$ cat config.mk
export PLATFORM = sky130hd
export DESIGN_NAME = conv2_window_buf_flat
export DESIGN_NICKNAME = d
export VERILOG_FILES = /design/src/rtl/conv2_window_buf_if.sv /design/src/rtl/conv2_window_buf.sv /design/src/flat_wrapper.sv
export SDC_FILE = /design/constraint.sdc
export NUM_CORES = 1
export LEC_CHECK = 0
export CAP_MARGIN = 10
export CORE_ASPECT_RATIO = 1.1
export CORE_UTILIZATION = 35
export DETAILED_ROUTE_END_ITERATION = 10
export RECOVER_POWER = 100
export SLEW_MARGIN = 15
export SYNTH_ARGS = -nofsm -noshare
export SYNTH_HDL_FRONTEND = slang
export SYNTH_SLANG_ARGS = --single-unit
$ cat constraint.sdc
create_clock -name clk -period 49.5 [get_ports clk]
set_input_delay 9.9 -clock clk [delete_from_list [all_inputs] [get_ports clk]]
set_output_delay 9.9 -clock clk [all_outputs]
set_load 0.02 [all_outputs]
$ cat src/rtl/conv2_window_buf_if.sv
// Pixel-stream and window-tap bundle for conv2_window_buf.
// Carries last_out_buf only when CONV2_BUF_LAST_EN is defined.
interface conv2_window_buf_if #(
    parameter int DATA_BITS = 12,
    parameter int NTAPS     = 25
);
    logic                             valid_in;
    logic [DATA_BITS-1:0]             data_in;
    logic [NTAPS-1:0][DATA_BITS-1:0]  data_out;   // index = row*5 + col
    logic                             valid_out_buf;
`ifdef CONV2_BUF_LAST_EN
    logic                             last_out_buf;

    modport master (output valid_in, data_in, input data_out, valid_out_buf, last_out_buf);
    modport slave  (input valid_in, data_in, output data_out, valid_out_buf, last_out_buf);
`else
    modport master (output valid_in, data_in, input data_out, valid_out_buf);
    modport slave  (input valid_in, data_in, output data_out, valid_out_buf);
`endif
endinterface

$ cat src/rtl/conv2_window_buf.sv
// Streaming 5x5 sliding-window generator for conv stage 2 (in-bounds windows only).
// Optional CONV2_BUF_LAST_EN adds last_out_buf on the final window of each frame.
module conv2_window_buf #(
    parameter int WIDTH     = 12,
    parameter int HEIGHT    = 12,
    parameter int DATA_BITS = 12,
    parameter int KSIZE     = 5
) (
    input  logic              clk,
    input  logic              rst_n,   // active-high despite the name
    conv2_window_buf_if.slave win_if
);
    localparam int CHAIN_LEN = WIDTH * (KSIZE - 1) + KSIZE;
    localparam int NTAPS     = KSIZE * KSIZE;
    localparam int COL_W     = $clog2(WIDTH);
    localparam int ROW_W     = $clog2(HEIGHT);

    localparam logic [COL_W-1:0] COL_LAST = COL_W'(WIDTH - 1);
    localparam logic [ROW_W-1:0] ROW_LAST = ROW_W'(HEIGHT - 1);
    localparam logic [COL_W-1:0] COL_EDGE = COL_W'(KSIZE - 1);
    localparam logic [ROW_W-1:0] ROW_EDGE = ROW_W'(KSIZE - 1);

    typedef logic [DATA_BITS-1:0] pix_t;

    pix_t                            chain_q [CHAIN_LEN];
    pix_t                            chain_d [CHAIN_LEN];
    logic [NTAPS-1:0][DATA_BITS-1:0] tap_q, tap_d;
    logic [COL_W-1:0]                col_q, col_d;
    logic [ROW_W-1:0]                row_q, row_d;
    logic                            valid_q;
    logic                            win_ok;

    // NOTE: every comb output gets a default first, so no path leaves it unassigned (no latch).
    always_comb begin
        chain_d = chain_q;
        if (win_if.valid_in) begin
            chain_d[0] = win_if.data_in;
            for (int i = 1; i < CHAIN_LEN; i++) chain_d[i] = chain_q[i-1];
        end
    end

    always_comb begin
        col_d = col_q;
        row_d = row_q;
        if (win_if.valid_in) begin
            if (col_q == COL_LAST) begin
                col_d = '0;
                row_d = (row_q == ROW_LAST) ? '0 : row_q + 1'b1;
            end else begin
                col_d = col_q + 1'b1;
            end
        end
    end

    assign win_ok = win_if.valid_in && (row_q >= ROW_EDGE) && (col_q >= COL_EDGE);

    // Taps are loaded from the post-shift chain, so they include the pixel accepted this edge.
    always_comb begin
        tap_d = tap_q;
        if (win_ok) begin
            for (int r = 0; r < KSIZE; r++)
                for (int c = 0; c < KSIZE; c++)
                    tap_d[r*KSIZE + c] = chain_d[(KSIZE-1-r)*WIDTH + (KSIZE-1-c)];
        end
    end

    // NOTE: sequential state uses non-blocking assignments so all registers update together.
    always_ff @(posedge clk or posedge rst_n) begin
        if (rst_n) begin
            // NOTE: the chain is reset so a mid-frame reset leaves no stale pixels behind.
            for (int i = 0; i < CHAIN_LEN; i++) chain_q[i] <= '0;
            tap_q   <= '0;
            col_q   <= '0;
            row_q   <= '0;
            valid_q <= 1'b0;
        end else begin
            chain_q <= chain_d;
            tap_q   <= tap_d;
            col_q   <= col_d;
            row_q   <= row_d;
            valid_q <= win_ok;
        end
    end

    assign win_if.data_out      = tap_q;
    assign win_if.valid_out_buf = valid_q;

`ifdef CONV2_BUF_LAST_EN
    logic last_q;

    always_ff @(posedge clk or posedge rst_n) begin
        if (rst_n) last_q <= 1'b0;
        else       last_q <= win_ok && (col_q == COL_LAST) && (row_q == ROW_LAST);
    end

    assign win_if.last_out_buf = last_q;
`endif
endmodule

$ cat src/flat_wrapper.sv
// flat-port wrapper written by rule: the top's interface ports become plain ports
module conv2_window_buf_flat 
#(
    parameter int WIDTH     = 12,
    parameter int HEIGHT    = 12,
    parameter int DATA_BITS = 12,
    parameter int KSIZE     = 5
)
  (clk, rst_n, win_if_valid_in, win_if_data_in, win_if_data_out, win_if_valid_out_buf);
  conv2_window_buf_if #(.DATA_BITS(DATA_BITS), .NTAPS(((5) * (5)))) win_if_i ();
  input  logic clk;
  input  logic rst_n;
  input wire logic [$bits(win_if_i.valid_in)-1:0] win_if_valid_in;
  input wire logic [$bits(win_if_i.data_in)-1:0] win_if_data_in;
  output wire logic [$bits(win_if_i.data_out)-1:0] win_if_data_out;
  output wire logic [$bits(win_if_i.valid_out_buf)-1:0] win_if_valid_out_buf;
  assign win_if_i.valid_in = win_if_valid_in;
  assign win_if_i.data_in = win_if_data_in;
  assign win_if_data_out = win_if_i.data_out;
  assign win_if_valid_out_buf = win_if_i.valid_out_buf;
  conv2_window_buf #(.WIDTH(WIDTH), .HEIGHT(HEIGHT), .DATA_BITS(DATA_BITS), .KSIZE(KSIZE)) u_core (.clk(clk), .rst_n(rst_n), .win_if(win_if_i));
endmodule
==> metrics <==
status=finished, violations left; failing checks=max-capacitance violations, max-slew violations; CP top delay family=buffers and inverters; Worst Setup End Kind=async pin; combinational power share=0.223; Syn Area/Cell=18.0 um2; Gate Count Post-Synth=2021; number of nets in the layout=2372; Least-Margin Pin Slew=9.15 ns; CP max stage delay=6.65 ns; Clk pin slew, worst setup/hold paths=0.06 ns; vias in the first global route=19.4k; Fin Hold WS=0.479 ns; clock sinks=945; sw power=677 uW; I/O pins=316; Post-CTS Resized=0; Worst EP required=49.43 ns; H-tree depth=3; Pins Over Slew Limit=1822; setup violators final=0; fin util=0.417; die extent in x=310 um; RSZ-0062 raised after global routing=false; area grow syn2layout=17.5%; Switching Share=0.286; IO buf count=315; core region area=0.103 mm2; first-pass GRT wire length=112000 um; detailed placement HPWL=46000 um; largest net degree at the start of global routing=185; max cap viols=24; CTS Buffer Depth=3; Arr. time, crit path=25.89 ns; hold_buf cts=0; Lkg Pwr=0.0208 uW; postcts setup bufs=0; sequential area share after synthesis=0.650; Rows=123; clock share of power=0.318; Vias per Instance=4.57; overall power=2370 uW; GPL Wtd Cong=0.774; Slowest-stage cell, CP=clkbuf_1; CTS root buffer=clkbuf_16; crit-path cells=dlygate4sd3_1 > clkinvlp_2 > clkbuf_1 > clkbuf_1 > clkbuf_1; flops & latches, synth=945; Flop pwr share=0.459; power density over the cells=55.4 mW/mm2; Distinct cells, synth=21; Max Clk Rate=0.0385 GHz; number of CTS-inserted buffers=98; Netlist Area Pre-Place=0.0364 mm2; DR WL/cell=18.2 um; Mapped Nets=2038; antenna violations before repair=1; drt initial violations=807; Tmin final=25.97 ns; Min-Delay Path Class=register to register; Synth warnings=0; drt first pass iters=4; Crit Path Class=primary input to async pin; layout cell share with drive strength beyond 1=0.329; die span in y=340 um; total track usage=0.135; total negative slack=0 ns; Fin. Hold Viols=0; Worst setup SP type=primary input; post-route setup slack=23.53 ns; antenna viol nets, final=0; VDD IR-drop max=0.0361 mV; final wirelength=69400 um; Place WS=35.66 ns; Crit path buffers/inverters=5; Vias=17.4k; Max-slew headroom=-5.10; Initial Utilization=0.355; worst-skew pair later-pin latency=0.68 ns; Pint=1690 uW; GRT overflow=0; crit-path most repeated cell=clkbuf_1; DRC Markers=0; Crit Path Max Fanout=184; worst clock skew=0.0257 ns; TritonCTS clock tree=done; die area=0.105 mm2; Final Cycle Share=0.525
## cell usage after synthesis, drive strengths merged
cell type / count / area [um2]
dfrtp: 945 / 23600
mux2: 939 / 11700
buf: 105 / 892
nand2: 10 / 37.5
o21ai: 5 / 25.0
nor2: 4 / 15.0
and4b: 2 / 20.0
ha: 2 / 25.0
inv: 2 / 7.51
a21boi: 1 / 7.51
nand2b: 1 / 6.26
nand3: 1 / 5.00
nand4b: 1 / 8.76
o221ai: 1 / 15.0
o311ai: 1 / 8.76
xnor2: 1 / 8.76
## power groups by stage
stage,registers [uW],logic [uW],clock network [uW]
5_1_grt,1110,572,809
2_1_floorplan,1140,319,0
4_1_cts,1100,601,779
3_3_place_gp,1110,586,0
3_5_place_dp,1110,598,0
6_report,1090,529,753
## state kept, by name, indices dropped and copies added, names as in the netlist
signal / count
u_core.chain_q: 636
u_core.col_q: 4
u_core.row_q: 4
u_core.win_if.data_out: 300
u_core.win_if.valid_out_buf: 1
## worst register-to-register path, cell delays in order (launching register included)
cell	delay [ns]
dfrtp_1	0.43
o221ai_1	0.35
clkbuf_1	2.04
clkbuf_1	3.08
mux2_2	0.73
## path summary, 6_finish.rpt
check                           slack, ns                          end  cells after the start               from
worst min register to register       0.48            u_core.chain_q[2]                      1  u_core.chain_q[2]
max in group clk                    26.73    u_core.win_if.data_out[7]                      6    win_if_valid_in
worst max-delay path                23.53  u_core.win_if.data_out[141]                      5              rst_n
min in group asynchronous           11.64           u_core.chain_q[18]                      2              rst_n
worst max register to register      42.80  u_core.win_if.data_out[192]                      4    u_core.col_q[2]
worst min-delay path                 0.48            u_core.chain_q[2]                      1  u_core.chain_q[2]
## logic make-up (layout without fill, tap and decap cells)
| logic type | after synthesis | after routing | synth area share |
|---|---|---|---|
| buffers and inverters | 107 | 522 | 0.0247 |
| AO/OA/AOI/OAI | 8 | 8 | 0.00155 |
| flip-flops | 945 | 945 | 0.650 |
| adder cells (fa/ha/maj) | 2 | 2 | 0.000687 |
| XOR/XNOR | 1 | 1 | 0.000241 |
| other | 0 | 1 | 0 |
| AND/OR/NAND/NOR | 19 | 19 | 0.00254 |
| multiplexers | 939 | 939 | 0.321 |
## final cells by class
cell class,instances,area [um2]
Sequential cell,945,23600
Antenna cell,1,2.50
Fill cell,9443,59900
Timing Repair Buffer,339,3240
Clock inverter,35,514
Clock buffer,146,2860
Tap cell,1375,1720
Multi-Input combinational cell,969,10800
Inverter,2,8.76
## metal layers
layer  global-route usage  share of wire  wire (um)
met5                    0              0          0
met2                0.225           0.51      35100
met1                0.163           0.40      27700
met4               0.0482          0.027       1900
met3               0.0430          0.068       4720
## layout by cell type, fill, tap and decap left out, types with 2 or more instances in the layout
cell and count:
buf_4 2, clkinv_2 11, clkbuf_8 23, ha_1 2, and4b_1 2, clkbuf_16 98, mux2_1 297, bufinv_16 9
o21ai_0 5, dfrtp_1 945, clkdlybuf4s50_1 12, nand2_1 10, clkinv_8 4, mux2_4 5, inv_6 3, mux2_2 637
clkinv_4 2, dlygate4sd3_1 302, nor2_1 4, clkinvlp_4 4, clkbuf_1 48
## stage by stage
| step | cell area [um2] | std cells |
|---|---|---|
| after floorplan | 36400 | 2021 |
| after global placement | 40600 | 3630 |
| after detailed placement | 40600 | 3630 |
| after CTS | 44000 | 3811 |
| after global routing | 42800 | 3811 |
| final | 42800 | 3812 |
Power figures use the tool's default switching activity.
